<file path="config.mk">
export PLATFORM = sky130hd
export DESIGN_NAME = iod_delay_line_ctrl_flat
export DESIGN_NICKNAME = d
export VERILOG_FILES = /design/src/rtl/iod_delay_line_ctrl_if.sv /design/src/rtl/iod_delay_line_ctrl.sv /design/src/flat_wrapper.sv
export SDC_FILE = /design/constraint.sdc
export NUM_CORES = 1
export LEC_CHECK = 0
export CAP_MARGIN = 20
export CORE_MARGIN = 8
export CORE_UTILIZATION = 51
export DETAILED_ROUTE_END_ITERATION = 10
export GPL_ROUTABILITY_DRIVEN = 1
export GPL_TIMING_DRIVEN = 0
export PLACE_DENSITY_LB_ADDON = 0.15
export SLEW_MARGIN = 15
export SYNTH_ARGS = -nofsm -noshare
export SYNTH_HDL_FRONTEND = slang
export SYNTH_SLANG_ARGS = --single-unit
</file>
<file path="constraint.sdc">
create_clock -name FAB_CLK -period 3.1 [get_ports FAB_CLK]
set_input_delay 0.62 -clock FAB_CLK [delete_from_list [all_inputs] [get_ports FAB_CLK]]
set_output_delay 0.62 -clock FAB_CLK [all_outputs]
set_load 0.01 [all_outputs]
</file>
<file path="src/rtl/iod_delay_line_ctrl_if.sv">
// iod_delay_line_ctrl_if: requester and IOD-side bundle of the delay-line controller.
// master = training/VT requesters plus IOD, slave = the controller itself.
interface iod_delay_line_ctrl_if #(
    parameter int TAP_W = 7
);
    logic             LOAD_REQ;
    logic             TRAIN_VALID;
    logic [TAP_W-1:0] TRAIN_TARGET;
    logic             TRAIN_READY;
    logic             TRAIN_DONE;
    logic             VT_VALID;
    logic             VT_DIR;
    logic             VT_ACK;
    logic             DELAY_LINE_OUT_OF_RANGE;
    logic             DELAY_LINE_MOVE;
    logic             DELAY_LINE_DIRECTION;
    logic             DELAY_LINE_LOAD;
    logic [TAP_W-1:0] CUR_TAP;
    logic             BUSY;
    logic             OOR_ERR;

    modport master (
        output LOAD_REQ, TRAIN_VALID, TRAIN_TARGET,
        output VT_VALID, VT_DIR, DELAY_LINE_OUT_OF_RANGE,
        input  TRAIN_READY, TRAIN_DONE, VT_ACK,
        input  DELAY_LINE_MOVE, DELAY_LINE_DIRECTION,
        input  DELAY_LINE_LOAD, CUR_TAP, BUSY, OOR_ERR
    );

    modport slave (
        input  LOAD_REQ, TRAIN_VALID, TRAIN_TARGET,
        input  VT_VALID, VT_DIR, DELAY_LINE_OUT_OF_RANGE,
        output TRAIN_READY, TRAIN_DONE, VT_ACK,
        output DELAY_LINE_MOVE, DELAY_LINE_DIRECTION,
        output DELAY_LINE_LOAD, CUR_TAP, BUSY, OOR_ERR
    );
endinterface

</file>
<file path="src/rtl/iod_delay_line_ctrl.sv">
// iod_delay_line_ctrl: sequences one IOD delay line via MOVE/DIRECTION/LOAD.
// Define IOD_DLY_VT_TRACK_EN to enable the single-step VT-tracking requester.
module iod_delay_line_ctrl #(
    parameter int TAP_W         = 7,
    parameter int MAX_TAP       = 127,
    parameter int LOAD_TAP      = 1,
    parameter int SETTLE_CYCLES = 4
) (
    input logic                  FAB_CLK,
    input logic                  SYNC_RST,
    iod_delay_line_ctrl_if.slave bus
);
    typedef enum logic [2:0] {IDLE, LOAD, STEP, SETTLE, FINISH} state_t;

    localparam int CNT_W = $clog2(SETTLE_CYCLES + 1);
    localparam logic [TAP_W-1:0] MAX_T    = TAP_W'(MAX_TAP);
    localparam logic [TAP_W-1:0] LOAD_T   = TAP_W'(LOAD_TAP);
    localparam logic [CNT_W-1:0] CNT_INIT = CNT_W'(SETTLE_CYCLES - 1);

    state_t           state_q, state_d;
    logic [TAP_W-1:0] cur_q, tgt_q, train_tgt;
    logic [CNT_W-1:0] cnt_q;
    logic             own_train_q, dir_q, oor_q, done_q;
    logic             train_go, dir, owned;

    assign train_tgt = (bus.TRAIN_TARGET > MAX_T) ? MAX_T : bus.TRAIN_TARGET;
    assign train_go  = (state_q == IDLE) && !bus.LOAD_REQ && bus.TRAIN_VALID;
    assign dir       = (state_q == STEP) ? (tgt_q > cur_q) : dir_q;

`ifdef IOD_DLY_VT_TRACK_EN
    logic             own_vt_q, ack_q, vt_go, vt_rej;
    logic [TAP_W-1:0] vt_tgt;

    // VT_VALID is still high while its ACK shows; never serve it twice.
    assign vt_go  = (state_q == IDLE) && !bus.LOAD_REQ && !bus.TRAIN_VALID &&
                    bus.VT_VALID && !ack_q;
    assign vt_rej = bus.VT_DIR ? (cur_q == MAX_T) : (cur_q == '0);
    assign vt_tgt = bus.VT_DIR ? cur_q + 1'b1 : cur_q - 1'b1;
    assign owned  = own_train_q || own_vt_q;

    always_ff @(posedge FAB_CLK) begin
        if (SYNC_RST) begin
            own_vt_q <= 1'b0;
            ack_q    <= 1'b0;
        end else begin
            ack_q <= (vt_go && vt_rej) || ((state_q == FINISH) && own_vt_q);
            if (state_q == IDLE)
                own_vt_q <= vt_go && !vt_rej;
        end
    end
`else
    logic unused_vt;
    assign unused_vt = bus.VT_VALID ^ bus.VT_DIR;
    assign owned     = own_train_q;
`endif

    always_ff @(posedge FAB_CLK) begin
        if (SYNC_RST)
            state_q <= IDLE;
        else
            state_q <= state_d;
    end

    always_comb begin
        state_d = state_q;
        unique case (state_q)
            IDLE: begin
                if (bus.LOAD_REQ)
                    state_d = LOAD;
                else if (train_go)
                    state_d = (train_tgt == cur_q) ? FINISH : STEP;
`ifdef IOD_DLY_VT_TRACK_EN
                else if (vt_go && !vt_rej)
                    state_d = STEP;
`endif
            end
            LOAD:   state_d = SETTLE;
            STEP:   state_d = SETTLE;
            SETTLE: begin
                if (bus.DELAY_LINE_OUT_OF_RANGE)
                    state_d = FINISH;
                else if (cnt_q == '0) begin
                    if (cur_q != tgt_q)
                        state_d = STEP;
                    else
                        state_d = owned ? FINISH : IDLE;
                end
            end
            FINISH:  state_d = IDLE;
            default: state_d = IDLE;
        endcase
    end

    always_ff @(posedge FAB_CLK) begin
        if (SYNC_RST) begin
            cur_q       <= LOAD_T;
            tgt_q       <= LOAD_T;
            cnt_q       <= '0;
            dir_q       <= 1'b0;
            oor_q       <= 1'b0;
            own_train_q <= 1'b0;
            done_q      <= 1'b0;
        end else begin
            done_q <= (state_q == FINISH) && own_train_q;
            dir_q  <= dir;
            unique case (state_q)
                IDLE: begin
                    own_train_q <= train_go;
                    if (train_go)
                        tgt_q <= train_tgt;
`ifdef IOD_DLY_VT_TRACK_EN
                    else if (vt_go && !vt_rej)
                        tgt_q <= vt_tgt;
`endif
                end
                LOAD: begin
                    cur_q <= LOAD_T;
                    tgt_q <= LOAD_T;
                    oor_q <= 1'b0;
                    cnt_q <= CNT_INIT;
                end
                STEP: begin
                    cur_q <= dir ? cur_q + 1'b1 : cur_q - 1'b1;
                    cnt_q <= CNT_INIT;
                end
                SETTLE: begin
                    if (bus.DELAY_LINE_OUT_OF_RANGE)
                        oor_q <= 1'b1;
                    else if (cnt_q != '0)
                        cnt_q <= cnt_q - 1'b1;
                end
                default: ;
            endcase
        end
    end

    // Pulses are suppressed while reset is held so none escapes in that cycle.
    always_comb begin
        bus.DELAY_LINE_MOVE      = (state_q == STEP) && !SYNC_RST;
        bus.DELAY_LINE_LOAD      = (state_q == LOAD) && !SYNC_RST;
        bus.DELAY_LINE_DIRECTION = dir;
        bus.TRAIN_READY          = train_go && !SYNC_RST;
        bus.TRAIN_DONE           = done_q && !SYNC_RST;
        bus.BUSY                 = (state_q != IDLE);
        bus.CUR_TAP              = cur_q;
        bus.OOR_ERR              = oor_q;
`ifdef IOD_DLY_VT_TRACK_EN
        bus.VT_ACK               = ack_q && !SYNC_RST;
`else
        bus.VT_ACK               = 1'b0;
`endif
    end
endmodule
</file>
<file path="src/flat_wrapper.sv">
// flat-port wrapper written by rule: the top's interface ports become plain ports
module iod_delay_line_ctrl_flat 
#(
    parameter int TAP_W         = 7,
    parameter int MAX_TAP       = 127,
    parameter int LOAD_TAP      = 1,
    parameter int SETTLE_CYCLES = 4
)
  (FAB_CLK, SYNC_RST, bus_LOAD_REQ, bus_TRAIN_VALID, bus_TRAIN_TARGET, bus_VT_VALID, bus_VT_DIR, bus_DELAY_LINE_OUT_OF_RANGE, bus_TRAIN_READY, bus_TRAIN_DONE, bus_VT_ACK, bus_DELAY_LINE_MOVE, bus_DELAY_LINE_DIRECTION, bus_DELAY_LINE_LOAD, bus_CUR_TAP, bus_BUSY, bus_OOR_ERR);
  iod_delay_line_ctrl_if #(.TAP_W(TAP_W)) bus_i ();
  input logic FAB_CLK;
  input logic SYNC_RST;
  input wire logic [$bits(bus_i.LOAD_REQ)-1:0] bus_LOAD_REQ;
  input wire logic [$bits(bus_i.TRAIN_VALID)-1:0] bus_TRAIN_VALID;
  input wire logic [$bits(bus_i.TRAIN_TARGET)-1:0] bus_TRAIN_TARGET;
  input wire logic [$bits(bus_i.VT_VALID)-1:0] bus_VT_VALID;
  input wire logic [$bits(bus_i.VT_DIR)-1:0] bus_VT_DIR;
  input wire logic [$bits(bus_i.DELAY_LINE_OUT_OF_RANGE)-1:0] bus_DELAY_LINE_OUT_OF_RANGE;
  output wire logic [$bits(bus_i.TRAIN_READY)-1:0] bus_TRAIN_READY;
  output wire logic [$bits(bus_i.TRAIN_DONE)-1:0] bus_TRAIN_DONE;
  output wire logic [$bits(bus_i.VT_ACK)-1:0] bus_VT_ACK;
  output wire logic [$bits(bus_i.DELAY_LINE_MOVE)-1:0] bus_DELAY_LINE_MOVE;
  output wire logic [$bits(bus_i.DELAY_LINE_DIRECTION)-1:0] bus_DELAY_LINE_DIRECTION;
  output wire logic [$bits(bus_i.DELAY_LINE_LOAD)-1:0] bus_DELAY_LINE_LOAD;
  output wire logic [$bits(bus_i.CUR_TAP)-1:0] bus_CUR_TAP;
  output wire logic [$bits(bus_i.BUSY)-1:0] bus_BUSY;
  output wire logic [$bits(bus_i.OOR_ERR)-1:0] bus_OOR_ERR;
  assign bus_i.LOAD_REQ = bus_LOAD_REQ;
  assign bus_i.TRAIN_VALID = bus_TRAIN_VALID;
  assign bus_i.TRAIN_TARGET = bus_TRAIN_TARGET;
  assign bus_i.VT_VALID = bus_VT_VALID;
  assign bus_i.VT_DIR = bus_VT_DIR;
  assign bus_i.DELAY_LINE_OUT_OF_RANGE = bus_DELAY_LINE_OUT_OF_RANGE;
  assign bus_TRAIN_READY = bus_i.TRAIN_READY;
  assign bus_TRAIN_DONE = bus_i.TRAIN_DONE;
  assign bus_VT_ACK = bus_i.VT_ACK;
  assign bus_DELAY_LINE_MOVE = bus_i.DELAY_LINE_MOVE;
  assign bus_DELAY_LINE_DIRECTION = bus_i.DELAY_LINE_DIRECTION;
  assign bus_DELAY_LINE_LOAD = bus_i.DELAY_LINE_LOAD;
  assign bus_CUR_TAP = bus_i.CUR_TAP;
  assign bus_BUSY = bus_i.BUSY;
  assign bus_OOR_ERR = bus_i.OOR_ERR;
  iod_delay_line_ctrl #(.TAP_W(TAP_W), .MAX_TAP(MAX_TAP), .LOAD_TAP(LOAD_TAP), .SETTLE_CYCLES(SETTLE_CYCLES)) u_core (.FAB_CLK(FAB_CLK), .SYNC_RST(SYNC_RST), .bus(bus_i));
endmodule
</file>
==> results.txt <==
The flow ran to the end, and the final reports show no timing, DRC or antenna violations. The floorplan step defined a die boundary enclosing 4960 µm². Clock tree synthesis found a total of 24 sinks. In this run the deepest clock path goes through 2 buffers.

The logs give 239 for the cell total after placement and 243 for the final non-filler cell total. The async set or reset register ratio after synthesis is 0. In this run the worst path has a maximum fanout of 10. Max-cap violations in this run came to 0.

The endpoint kind of the worst setup timing path is a primary output. Counting both buffers and inverters, the worst setup path holds a total of 4. Entering global routing, the biggest net connects 15 pins. The tightest min-delay check is of the register to register type.

In this run the static leakage power is 0.750 nW. The number of antenna repair diodes was 0; the met3 layer usage reported by global route was 0.0311. The global router's overall resource usage is 0.146, and the total area of sequential cells is 488 µm².

The net count of the finished layout is 242. The library cells used most frequently in the layout, excluding fill and tap cells, are 24 x clkdlybuf4s50_1, 19 x a21oi_1, 18 x dfxtp_1, 17 x nand2_1, 17 x nor2_1. Number of input and output port buffers inserted: 24. After filler insertion, the fill cell instance count of the layout stands at 245. The number of nets in the synthesized netlist is 213. The run gives 0 as the final number of max-transition violations.

The average instance in the mapped netlist occupies 8.21 µm². The tools report the DRC violation total after the first TritonRoute iteration as 76. Number of distinct standard cells referenced by the synthesized netlist: 46. In this run the most used layer during global routing was met2.

The total congestion overflow after global routing was 0. The library cell used most frequently in the layout, excluding fill and tap cells, is clkdlybuf4s50_1. The starting density of the core came out at 0.543. The tools report the number of nets with antenna violations after routing as 0. The via count of the first global-routing pass is 1376, and the maximum cell stage delay along the critical path is 0.48 ns. The worst voltage drop across the vdd grid is 0.692 mV, and the met1 usage is 0.181. The xor/xnor cell area share of the yosys netlist was 0.0638; the actual slew at the worst max-slew pin was 0.633 ns. The clock slew at the register clock pins of the worst setup and hold paths is 0.13 ns. The arrival time at the worst endpoint is 2.40 ns. The layout cell share with drive strength beyond 1 came out at 0.137. Number of enable-type register cells in the synthesized netlist: 0.

The design draws 1.56 mW. Setup violations remaining at the end of the flow were counted as 0. Number of vias per cell after detailed routing: 5.70. The ratio of final minimum period to clock period works out to 0.975.

The first detailed-routing pass took 4 iterations. STA classifies the critical path startpoint as a primary input. TritonCTS built the clock tree. The tools report the half-perimeter wire length after placement as 2.84 mm. The critical path goes through clkdlybuf4s50_1, clkbuf_1, clkbuf_2, nor2_1, clkdlybuf4s50_1.

The design area was 1860 µm²; the final wirelength was 3.60 mm. The post-synthesis to final-layout area growth came out at 23.3%. The relative slew slack was 0.574. For this design the top-level I/O count stands at 29. Dividing the detail-routed wire length by the instance count gives 14.8 µm. The power per unit of standard cell area is 836 nW/µm², and the required time of the critical path is 2.48 ns. The maximum operating frequency is 331 MHz, and the footprint of the multi-input gates is 933 µm². The DRC violation count after routing was 0. The post-synthesis compound-gate area fraction was 0.185. The number of hold-slack violations in the final timing report came out at 0. The run gives 0.32 ns as the clock latency reported for the late side of the worst-skew pair. Post-synthesis instance total: 184. In the synthesized netlist the dominant register cell turns out to be dfxtp_1.

The die is 70.4 µm tall. The die is 70.4 µm wide. The wire length of the first global-routing pass is 6.16 mm, and the minimum clock period after layout is 3.02 ns. The critical path's top delay family was buffers and inverters. The post-synthesis share of cell area spent on and, or, nand and nor gates was 0.230.

The share of the core filled with cells in the final layout is 0.669. The post-synthesis adder-cell area fraction was 0.129; the accumulated negative setup slack was 0 ns. The tools report the count of hold-fix buffers inserted at cts as 0.

Setup repair after global routing left no endpoint under its margin. After synthesis the cells add up to 1510 µm². The run gives 0 as the post-CTS setup buffer count.

The number of antenna violations at the first check in global routing was 0; the placed cell area was 1790 µm². The row count was 19; the portion of netlist area occupied by mux cells was 0. The weighted congestion reported at the end of routability-driven placement is 0.865.

Counting stages on the worst path, the most repeated cell is clkdlybuf4s50_1. The register bit count reported by yosys was 24. Detailed routing inserted a total of 1386 vias. Number of H-tree branching levels: 1. The tools report the met2 capacity usage during global routing as 0.238. The sequential element share of the synthesized area came out at 0.318.

The kind of critical path was primary input to primary output. The number of CTS-inserted buffers is 3. The tools report the library cell used as clock root buffer as clkbuf_4. After synthesis, the largest family of logic cells by area is simple AND/OR/NAND/NOR gates. The Yosys step of the flow raised 0 warnings. The clock arrives with 0.00770 ns of skew. The highest-delay cell along the critical path was clkdlybuf4s50_1.

The region available for standard cell placement spans 2780 µm².
state kept, by name (all words and copies together) (netlist names):
register,cells
u_core.own_train_q,1
u_core.bus.OOR_ERR,1
u_core.cnt_q,3
u_core.tgt_q,7
u_core.done_q,1
u_core.bus.CUR_TAP,7
u_core.dir_q,1
u_core.state_q,3
layer usage:
layer	wire [µm]	share of wire
met1	1670	0.46
met2	1680	0.47
met3	207	0.058
met4	38	0.011
met5	0	0
power breakdown:
group,internal (mW),total (mW),switching (mW)
Clock,0.131,0.230,0.0992
Combinational,0.432,0.904,0.472
Sequential,0.364,0.422,0.0578
Total,0.927,1.56,0.629
worst reg2reg max path, delay by kind of cell, from the launching register on:
family	cells	cell delay, ns
XOR/XNOR	1	0.11
AO/OA/AOI/OAI	8	1.32
flip-flops	1	0.42
AND/OR/NAND/NOR	1	0.12
buffers and inverters	2	0.20
adder cells (fa/ha/maj)	2	0.55
per-stage QoR:
stage / worst slack (ns) / hold slack [ns]
final: 0.0778 / 0.475
after global routing: 0.000485 / 0.495
after floorplan: 0.332 / 0.437
after CTS: 0.00511 / 0.472
after global placement: -0.0638 / 0.446
after detailed placement: -0.0626 / 0.454
repair_timing:
item / CTS / global route
pin swaps: 0 / 0
cloned: 0 / 0
resized for setup: 3 / 8
hold endpoints to repair: 0 / 0
endpoints found under the setup margin: 2 / 4
cell families after synthesis:
family                   after synthesis
buffers and inverters                 23
other                                  1
XOR/XNOR                              11
AO/OA/AOI/OAI                         44
AND/OR/NAND/NOR                       66
adder cells (fa/ha/maj)               15
flip-flops                            24
final timing paths:
| path | cells past startpoint | slack [ns] | from | endpoint |
|---|---|---|---|---|
| setup / recovery | 5 | 0.08 | SYNC_RST | bus_TRAIN_READY |
| hold / removal | 2 | 0.47 | u_core.tgt_q[1]$_SDFFE_PP0P_ | u_core.tgt_q[1]$_SDFFE_PP0P_ |
| setup reg to reg | 14 | 0.29 | u_core.bus.CUR_TAP[4]$_SDFFE_PP0P_ | u_core.bus.CUR_TAP[5]$_SDFFE_PP0P_ |
| hold reg to reg | 2 | 0.47 | u_core.tgt_q[1]$_SDFFE_PP0P_ | u_core.tgt_q[1]$_SDFFE_PP0P_ |
synth_stat cells (2+ instances only):
master | count | area [µm²]
a211oi_1 | 2 | 15.0
a21o_1 | 2 | 15.0
a21oi_1 | 19 | 95.1
a22oi_1 | 2 | 15.0
buf_4 | 2 | 15.0
clkbuf_1 | 3 | 11.3
dfxtp_1 | 24 | 480
ha_1 | 14 | 175
inv_1 | 15 | 56.3
nand2_1 | 18 | 67.6
nand2_2 | 2 | 12.5
nand3_1 | 10 | 50.1
nand3b_1 | 2 | 15.0
nand4_1 | 2 | 12.5
nor2_1 | 17 | 63.8
nor2b_1 | 3 | 18.8
nor4_1 | 3 | 18.8
o21ai_0 | 4 | 20.0
o21bai_1 | 3 | 22.5
or3_1 | 2 | 12.5
xnor2_1 | 6 | 52.6
xor2_1 | 5 | 43.8
layout make-up:
type	count	share of cell area
Buffer	7	0.0235
Clock buffer	3	0.0121
Clock inverter	1	0.0161
Inverter	16	0.0349
Multi-Input combinational cell	137	0.501
Sequential cell	24	0.262
Tap cell	31	0.0208
Timing Repair Buffer	24	0.129
Note: power is estimated with default switching activity, not from simulation.
